<file path="src/rtl/vram_b_arbiter.sv">
// Two-requester round-robin arbiter for VRAM port B with bounded burst lock.
// Registered command outputs; read responses are routed back to their issuer via a latency pipe.
module vram_b_arbiter #(
    parameter int ADDR_W    = 18,
    parameter int DATA_W    = 8,
    parameter int RD_LAT    = 1,
    parameter int MAX_BURST = 16
) (
    input  logic              CLK,
    input  logic              RST_N,
    input  logic              REQ0_VALID,
    input  logic              REQ0_WE,
    input  logic              REQ0_LOCK,
    input  logic [ADDR_W-1:0] REQ0_ADDR,
    input  logic [DATA_W-1:0] REQ0_DATA,
    output logic              REQ0_READY,
    input  logic              REQ1_VALID,
    input  logic              REQ1_WE,
    input  logic              REQ1_LOCK,
    input  logic [ADDR_W-1:0] REQ1_ADDR,
    input  logic [DATA_W-1:0] REQ1_DATA,
    output logic              REQ1_READY,
    output logic              RSP0_VALID,
    output logic              RSP1_VALID,
    output logic [DATA_W-1:0] RSP_DATA,
    output logic [ADDR_W-1:0] ADDR_B,
    output logic [DATA_W-1:0] DATA_B,
    output logic              WE_B,
    input  logic [DATA_W-1:0] Q_B
);

    localparam int         DEPTH     = RD_LAT + 1;
    localparam logic [7:0] BURST_MAX = 8'(MAX_BURST);

    typedef enum logic [1:0] {
        OWN_NONE = 2'd0,
        OWN_R0   = 2'd1,
        OWN_R1   = 2'd2
    } owner_t;

    owner_t      owner_reg, owner_next;
    logic        last_reg, last_next;
    logic [7:0]  burst_cnt_reg, burst_cnt_next;

    logic [1:0]  valid_vec;
    logic [1:0]  lock_vec;
    logic [1:0]  we_vec;
    logic        owner_id;
    logic        owner_live;
    logic        preempt;
    logic [1:0]  gnt_vec;
    logic        beat;
    logic        gnt_id;

    logic [ADDR_W-1:0] sel_addr;
    logic [DATA_W-1:0] sel_data;

    assign valid_vec = {REQ1_VALID, REQ0_VALID};
    assign lock_vec  = {REQ1_LOCK, REQ0_LOCK};
    assign we_vec    = {REQ1_WE, REQ0_WE};

    // Grant decision: purely from request inputs and arbiter state, never from Q_B.
    always_comb begin
        owner_id   = (owner_reg == OWN_R1);
        owner_live = (owner_reg != OWN_NONE) && valid_vec[owner_id];
        preempt    = owner_live && valid_vec[~owner_id] && (burst_cnt_reg == BURST_MAX);
        gnt_vec    = 2'b00;
        if (!RST_N) begin
            gnt_vec = 2'b00;
        end else if (owner_live) begin
            gnt_vec[preempt ? ~owner_id : owner_id] = 1'b1;
        end else if (&valid_vec) begin
            gnt_vec[~last_reg] = 1'b1;
        end else begin
            gnt_vec = valid_vec;
        end
    end

    assign beat       = |gnt_vec;
    assign gnt_id     = gnt_vec[1];
    assign REQ0_READY = gnt_vec[0];
    assign REQ1_READY = gnt_vec[1];

    assign sel_addr = gnt_id ? REQ1_ADDR : REQ0_ADDR;
    assign sel_data = gnt_id ? REQ1_DATA : REQ0_DATA;

    // An owner that stops requesting loses ownership even when nobody else is granted.
    always_comb begin
        owner_next     = owner_live ? owner_reg : OWN_NONE;
        last_next      = last_reg;
        burst_cnt_next = burst_cnt_reg;
        if (beat) begin
            last_next = gnt_id;
            if (lock_vec[gnt_id]) begin
                owner_next = gnt_id ? OWN_R1 : OWN_R0;
                if (owner_live && !preempt) begin
                    burst_cnt_next = (burst_cnt_reg >= BURST_MAX) ? BURST_MAX
                                                                  : burst_cnt_reg + 8'd1;
                end else begin
                    burst_cnt_next = 8'd1;
                end
            end else begin
                owner_next     = OWN_NONE;
                burst_cnt_next = 8'd0;
            end
        end
    end

    always_ff @(posedge CLK or negedge RST_N) begin
        if (!RST_N) begin
            owner_reg     <= OWN_NONE;
            last_reg      <= 1'b1;
            burst_cnt_reg <= 8'd0;
        end else begin
            owner_reg     <= owner_next;
            last_reg      <= last_next;
            burst_cnt_reg <= burst_cnt_next;
        end
    end

    // Command register toward the VRAM; address/data hold when idle.
    always_ff @(posedge CLK or negedge RST_N) begin
        if (!RST_N) begin
            ADDR_B <= '0;
            DATA_B <= '0;
            WE_B   <= 1'b0;
        end else if (beat) begin
            ADDR_B <= sel_addr;
            DATA_B <= sel_data;
            WE_B   <= we_vec[gnt_id];
        end else begin
            WE_B   <= 1'b0;
        end
    end

    // Read-tracking pipe: stage DEPTH-1 lines up with Q_B for the read it describes.
    logic rd_valid_reg  [DEPTH];
    logic rd_id_reg     [DEPTH];
    logic rd_valid_next [DEPTH];
    logic rd_id_next    [DEPTH];

    assign rd_valid_next[0] = beat && !we_vec[gnt_id];
    assign rd_id_next[0]    = gnt_id;

    genvar gi;
    generate
        for (gi = 1; gi < DEPTH; gi++) begin : g_rd_pipe
            assign rd_valid_next[gi] = rd_valid_reg[gi-1];
            assign rd_id_next[gi]    = rd_id_reg[gi-1];
        end
    endgenerate

    always_ff @(posedge CLK or negedge RST_N) begin
        if (!RST_N) begin
            for (int i = 0; i < DEPTH; i++) begin
                rd_valid_reg[i] <= 1'b0;
                rd_id_reg[i]    <= 1'b0;
            end
        end else begin
            for (int i = 0; i < DEPTH; i++) begin
                rd_valid_reg[i] <= rd_valid_next[i];
                rd_id_reg[i]    <= rd_id_next[i];
            end
        end
    end

    always_ff @(posedge CLK or negedge RST_N) begin
        if (!RST_N) begin
            RSP_DATA   <= '0;
            RSP0_VALID <= 1'b0;
            RSP1_VALID <= 1'b0;
        end else begin
            RSP0_VALID <= rd_valid_reg[DEPTH-1] && !rd_id_reg[DEPTH-1];
            RSP1_VALID <= rd_valid_reg[DEPTH-1] &&  rd_id_reg[DEPTH-1];
            if (rd_valid_reg[DEPTH-1]) begin
                RSP_DATA <= Q_B;
            end
        end
    end

endmodule

</file>
<file path="config.mk">
export PLATFORM = sky130hd
export DESIGN_NAME = vram_b_arbiter
export DESIGN_NICKNAME = d
export VERILOG_FILES = /design/src/rtl/vram_b_arbiter.sv
export SDC_FILE = /design/constraint.sdc
export NUM_CORES = 1
export LEC_CHECK = 0
export ABC_AREA = 0
export CORE_UTILIZATION = 45
export CTS_BUF_LIST = sky130_fd_sc_hd__clkbuf_16
export CTS_CLUSTER_SIZE = 40
export DETAILED_ROUTE_END_ITERATION = 10
export PLACE_DENSITY = 0.85
export SYNTH_ARGS = -nofsm -noshare
export SYNTH_HDL_FRONTEND = slang
export SYNTH_SLANG_ARGS = --single-unit
</file>
<file path="constraint.sdc">
create_clock -name CLK -period 6.1 [get_ports CLK]
set_input_delay 1.22 -clock CLK [delete_from_list [all_inputs] [get_ports CLK]]
set_output_delay 1.22 -clock CLK [all_outputs]
set_load 0.03 [all_outputs]
</file>
==> key figures, run 1 <==
Yosys
  • Seq/Total Area, Yosys: a little over half
  • Number of flops mapped to enable cells by yosys: 0
  • Share of the synthesized area in the top cell type: 53.2%
  • Yosys warns: 0
  • Ys flop type: dfrtp_1
  • Leading post-synthesis cells by cell area: dfrtp_1, mux2i_1, nand2_1
  • Seq cells post-synth: between 50 and 60
  • Synth unique cells: 39
  • Avg Cell Area, Syn: approximately 11 sq um
  • FFs w/ async S/R, synth: 100%
  • Post-Syn Instances: roughly 220
  • Mapped cell area: about 2400 sq um
  • Syn nets: approximately 290
  • Largest area contributor in the netlist: dfrtp_1

Routing
  • Remaining antenna violation count: 0
  • WL met2: 2760 um
  • Wl on met1: 2220 um
  • Routed wl met3: between 400 and 500 um
  • Vias per inst: 5.13
  • Drt wl/cell: ~14 um
  • Final wirelength: 5480 um
  • Top layer in use: met4
  • First-pass detailed-route iteration total: 5
  • Iter 0 DRT Violations: approximately 110
  • Vias: 2026
  • DRC viols: 0

Critical path
  • CP Class: in2out
  • Slowest-stage cell, CP: clkdlybuf4s50_1
  • Startpoint Class: primary input
  • Critical Path AT: between 3 and 4 ns
  • Worst setup EP type: primary output
  • Worst reg-to-reg setup slack: about 3.7 ns
  • Critical path's top delay family: buffers and inverters
  • Reg2reg start: burst_cnt_reg[7]
  • Crit path cell chain: clkdlybuf4s50_1 -> inv_1 -> or4_4 -> nand3_2 -> inv_1 -> clkdlybuf4s50_1
  • Worst r2r path cells: 6
  • CP Buf/Inv Count: 4
  • Critical path's largest stage delay: between 0.6 and 0.7 ns
  • Crit Path Max Fanout: 7
  • Critical Path RT: 4.88 ns
  • RR Endpoint: ADDR_B[11]

Clock tree
  • CTS tree: built
  • Post-CTS setup buffers: 0
  • Cts repair resizes: 0
  • Htree depth: 2
  • Worst skew pair latency: 0.29 ns
  • Root buffer cell: clkbuf_16
  • Clock-pin slew on the worst setup and hold paths: 0.07 ns
  • CTS Sinks: 52
  • Clk buf depth: 2
  • CTS buffer count: 5
  • CTS Hold Bufs: 0

GRT
  • GRT Total Usage: 20.3%
  • Largest net degree at the start of global routing: 68
  • Antenna violations before repair: 0
  • Number of global-route vias before repair: 1861
  • Congestion Overflow GR: 0
  • First-pass GRT wire length: around 8500 um

Timing
  • Fin crit period: approximately 4.5 ns
  • Final Cycle Share: 73.3%
  • Final setup TNS: 0 ns
  • Setup Skew: 0.00629 ns
  • Worst-Margin Slew: a little under 0.7 ns
  • Final number of hold-violating endpoints: 0
  • Fin. max-slew vios: 0
  • RSZ-0062 raised after global routing: no
  • Final setup violation count: 0
  • Max Clock Freq: approximately 220 MHz
  • Slew headroom: between 50% and 60%

Die
  • Rows: 26
  • Die Wd: around 75 um
  • Die Area: 5620 sq um
  • Core Area: between 5000 and 6000 sq um
  • Starting Density: a little under half
  • Die H: roughly 75 um
  • # IOs: 107

Layout
  • Most common cell after layout, fill and taps aside: clkdlybuf4s50_1
  • Most flop-heavy register: ADDR_B
  • Final nets: around 400
  • Area Overhead vs Synth: 54.0%
  • Antenna Cells: 0
  • Cell Count, Final, Fillers Out: 395
  • Share of cells above drive strength 1: between 7 and 8%
  • Most frequent cells in the layout: clkdlybuf4s50_1, dfrtp_1, nand2_1
  • Max reg flops: 18

Min path
  • Min-delay src: rd_valid_next[0]
  • WHS Endpoint: rd_valid_reg[0]
  • WHS Path Cells: 0
  • Min-Delay Path Class: reg2reg

Status
  • Run status: complete, no violations

Power and ir drop
  • PD cells: 284 nW/um^2
  • Total power: around 1.0 mW
  • Max VDD drop: approximately 0.16 mV
  • Lkg Pwr: around 1.7 nW

Placement
  • IO Port Bufs: between 100 and 150
  • Placed cell count: roughly 390
  • HPWL Detailed: around 3900 um
  • Gpl congestion: roughly 0.79

Run
  • Max-Cap Viols: 0
## power by group
group	internal, mW	total, mW	switching, mW
clock network	0.236	0.358	0.121
logic	0.135	0.280	0.145
registers	0.386	0.411	0.0244
## through the flow
stage | hold slack, ns | area [sq um] | worst slack [ns] | utilization (%)
CTS | 0.354 | 3690 | 1.63 | 72.3
floorplan | 0.331 | 2400 | 2.57 | -
global placement | 0.333 | 3500 | 1.65 | 68.5
global route | 0.354 | 3690 | 1.54 | 72.3
detailed placement | 0.337 | 3500 | 1.63 | 68.5
finish | 0.351 | 3690 | 1.63 | 72.3
## logic make-up (layout without fill, tap and decap cells)
| family | after synthesis | count (layout) | synth area share, % |
|---|---|---|---|
| buf+inv | 20 | 126 | 4.59 |
| mux | 35 | 35 | 15.0 |
| compound gates | 50 | 50 | 12.3 |
| simple gates | 60 | 60 | 12.7 |
| flops | 52 | 52 | 54.3 |
| fa+ha+maj | 2 | 2 | 1.04 |
## worst register-to-register path, cell delays in order, from the launching register on
cell and delay (ns):
dfrtp_1 0.40, or3_4 0.42, or4_4 0.54, nand3_2 0.11, buf_4 0.43, mux2i_1 0.31
o21ai_0 0.10
## worst max path at each step
| stage | startpoint | to | slack [ns] | cells after the start |
|---|---|---|---|---|
| 6_report | REQ0_VALID | REQ1_READY | 1.63 | 6 |
| 5_1_grt | REQ1_VALID | REQ1_READY | 1.54 | 6 |
| 4_1_cts | REQ0_VALID | REQ1_READY | 1.63 | 6 |
| 3_5_place_dp | REQ0_VALID | REQ1_READY | 1.63 | 6 |
| 3_3_place_gp | REQ0_VALID | REQ1_READY | 1.65 | 6 |
| 2_1_floorplan | REQ0_VALID | REQ1_READY | 2.57 | 6 |
## Yosys cell counts (all sizes together), types with 2 or more instances
| cell | instances |
|---|---|
| dfrtp | 51 |
| nand2 | 34 |
| o21ai | 32 |
| mux2i | 27 |
| inv | 9 |
| clkbuf | 8 |
| mux2 | 8 |
| and2 | 6 |
| nand3 | 4 |
| a21oi | 3 |
| a31oi | 3 |
| buf | 3 |
| nor2 | 3 |
| nor2b | 3 |
| ha | 2 |
| nor3 | 2 |
| o22a | 2 |
| o32ai | 2 |
## per-layer routing
layer | up-vias | global-route usage (%)
li1 | 976 | -
met1 | 956 | 25.4
met2 | 85 | 34.7
met3 | 9 | 6.16
met4 | 0 | 4.82
met5 | - | 0
## cell type report
type | count | area, sq um
clock inverter | 3 | 68.8
sequential | 52 | 1300
fill | 388 | 1420
clock buffer | 5 | 125
inverter | 9 | 33.8
multi-input combinational | 147 | 996
tap | 70 | 87.6
timing repair buffer | 109 | 1080
Power figures use the tool's default switching activity.
==> run 2, diff against run 1 <==
--- a/config.mk
+++ b/config.mk
@@ -6,11 +6,11 @@
 export NUM_CORES = 1
 export LEC_CHECK = 0
 export ABC_AREA = 0
-export CORE_UTILIZATION = 45
+export CORE_UTILIZATION = 42
 export CTS_BUF_LIST = sky130_fd_sc_hd__clkbuf_16
 export CTS_CLUSTER_SIZE = 40
 export DETAILED_ROUTE_END_ITERATION = 10
-export PLACE_DENSITY = 0.85
+export PLACE_DENSITY = 0.81
 export SYNTH_ARGS = -nofsm -noshare
 export SYNTH_HDL_FRONTEND = slang
 export SYNTH_SLANG_ARGS = --single-unit
==> constraint.sdc (replaced) <==
create_clock -name CLK -period 4.44 [get_ports CLK]
set_input_delay 0.888 -clock CLK [delete_from_list [all_inputs] [get_ports CLK]]
set_output_delay 0.888 -clock CLK [all_outputs]
set_load 0.03 [all_outputs]
==> run 2 against run 1 <==
  * Count of clock-buffer cells in the layout stayed put
  * Highest routed layer unchanged
  * Worst setup slack worse by 0.64 ns
  * Worst hold slack got worse by 0.0012 ns
  * Combinational power rose by 37%
==> key figures, run 2 (synthesis gave the netlist of run 1 again) <==
GRT
  • Congestion Overflow GR: 0 (unchanged)
  • First-pass GRT wire length: 8970 um (+5.3%)
  • Largest net degree at the start of global routing: 39 (-43%)
  • Antenna violations before repair: 0 (unchanged)
  • GRT Total Usage: 18.7% (-1.7 points)
  • Number of global-route vias before repair: 2000 (+7.5%)

Die
  • Die Wd: 77.6 um (+3.4%)
  • Starting Density: 43.5% (-3.4 points)
  • # IOs: 107 (unchanged)
  • Rows: 27 (+3.8%)
  • Core Area: 5510 sq um (+7.8%)
  • Die H: 77.6 um (+3.4%)
  • Die Area: 6010 sq um (+6.9%)

Timing
  • Setup ws final: 0.985 ns (-0.643 ns)
  • Setup Skew: 0.00436 ns (-0.00192 ns)
  • Final Cycle Share: around 78%
  • Slew headroom: 44.1% (-10 points)
  • RSZ-0062 raised after global routing: no
  • Fin. max-slew vios: 0 (unchanged)
  • Final setup violation count: 0 (unchanged)
  • Final hold slack: 0.350 ns (-0.00124 ns)
  • Max Clock Freq: roughly 290 MHz
  • Final number of hold-violating endpoints: 0 (unchanged)
  • Fin crit period: roughly 3.5 ns
  • Worst-Margin Slew: 0.836 ns (+0.146 ns)
  • Final setup TNS: 0 ns (unchanged)

Routing
  • Drt wl/cell: 13.0 um (-6.4%)
  • Vias per inst: 5.02 (-2.2%)
  • Remaining antenna violation count: 0 (unchanged)
  • DRC viols: 0 (unchanged)
  • Vias: 1996 (-1.5%)
  • First-pass detailed-route iteration total: 6 (+1)
  • Final wirelength: 5170 um (-5.7%)
  • Iter 0 DRT Violations: 85 (-22%)

Placement
  • Gpl congestion: 0.899 (+14%)
  • Pre-CTS setup slack: 1.03 ns (-0.604 ns)
  • Placed cell count: 390 (+0.78%)
  • IO Port Bufs: 106 (unchanged)
  • HPWL Detailed: 3990 um (+1.6%)

Critical path
  • Crit path cell chain: inv_1 -> ha_1 -> nor4bb_1 -> nand3_1 -> a21boi_0 -> nor2_1 -> clkdlybuf4s50_1
  • Worst setup EP type: primary output
  • Critical Path RT: 3.55 ns (-1.33 ns)
  • CP Class: reg2out
  • Critical Path AT: 2.57 ns (-0.68 ns)
  • Critical path's largest stage delay: 0.60 ns (-0.04 ns)
  • Startpoint Class: flop
  • Slowest-stage cell, CP: clkdlybuf4s50_1
  • Crit Path Max Fanout: 5 (-2)

Layout
  • Share of cells above drive strength 1: 7.67% (-0.024 points)
  • Antenna Cells: 0 (unchanged)
  • Cell Count, Final, Fillers Out: 398 (+0.76%)
  • Final nets: 395 (+0.25%)
  • Max reg flops: 18 (unchanged)
  • Most flop-heavy register: ADDR_B
  • Most frequent cells in the layout: clkdlybuf4s50_1, dfrtp_1, nand2_1
  • Area Overhead vs Synth: 53.0%
  • Most common cell after layout, fill and taps aside: clkdlybuf4s50_1

Clock tree
  • CTS Sinks: 52 (unchanged)
  • Worst skew pair latency: 0.28 ns (about the same)
  • CTS tree: built
  • Cts repair resizes: 0 (unchanged)
  • Root buffer cell: clkbuf_16
  • CTS Hold Bufs: 0 (unchanged)
  • Clock-pin slew on the worst setup and hold paths: 0.06 ns (about the same)
  • Htree depth: 2 (unchanged)
  • CTS buffer count: 5 (unchanged)
  • Clk buf depth: 2 (unchanged)
  • Post-CTS setup buffers: 0 (unchanged)

Run
  • Max-Cap Viols: 0 (unchanged)

Power and ir drop
  • Lkg Pwr: 1.70 nW (about the same)
  • PD cells: 371 nW/um^2 (+31%)
  • Total power: 1.36 mW (+30%)
  • Max VDD drop: 0.231 mV (+41%)

Min path
  • Min-Delay Path Class: reg2reg

Status
  • Run status: complete, no violations
## run 2: cell count changes in the layout (fill, tap and decap cells not counted), sizes merged
cell,delta
buf,+2
clkdlybuf4s50,-1
inv,+1
bufinv,-1
## run 2: routing by layer
metal	vias up	GRT usage, %	share of wire [%]
li1	985	-	-
met2	68	32.8	49
met1	939	21.7	42
met4	0	5.09	0.81
met5	-	0	0
met3	4	6.00	8.3
## run 2: report_power, final
group / switching, mW / leakage, nW / internal, mW
registers: 0.0311 / 0.654 / 0.531
logic: 0.198 / 0.960 / 0.185
clock network: 0.153 / 0.0864 / 0.262
## run 2: stage by stage
step           cell area, sq um  utilization, %
6_report                   3670            66.6
5_1_grt                    3670            66.6
4_1_cts                    3670            66.6
3_5_place_dp               3510            63.7
3_3_place_gp               3510            63.7
2_1_floorplan              2400               -
## run 2: worst max-delay path, delay by kind of cell (launching register included)
family	cells	cell delay (ns)
flops	1	0.43
fa+ha+maj	1	0.17
buf+inv	2	0.68
simple gates	3	0.75
compound gates	1	0.26
## run 2: cell type report
| class | instances | area [sq um] |
|---|---|---|
| Multi-Input combinational cell | 147 | 996 |
| Sequential cell | 52 | 1300 |
| Clock inverter | 3 | 37.5 |
| Fill cell | 446 | 1840 |
| Inverter | 9 | 33.8 |
| Clock buffer | 5 | 125 |
| Tap cell | 72 | 90.1 |
| Timing Repair Buffer | 110 | 1080 |
## run 2: worst paths after layout
kind                                       start               end  slack, ns  depth (start not counted)
worst max-delay path            burst_cnt_reg[0]        REQ0_READY       0.99                          7
worst min-delay path               rd_id_next[0]      rd_id_reg[0]       0.35                          0
min in group asynchronous                  RST_N         ADDR_B[2]       0.61                          2
worst max register to register  burst_cnt_reg[0]         DATA_B[5]       2.06                          8
max in group asynchronous                  RST_N  burst_cnt_reg[4]       3.15                          3
worst min register to register     rd_id_next[0]      rd_id_reg[0]       0.35                          0
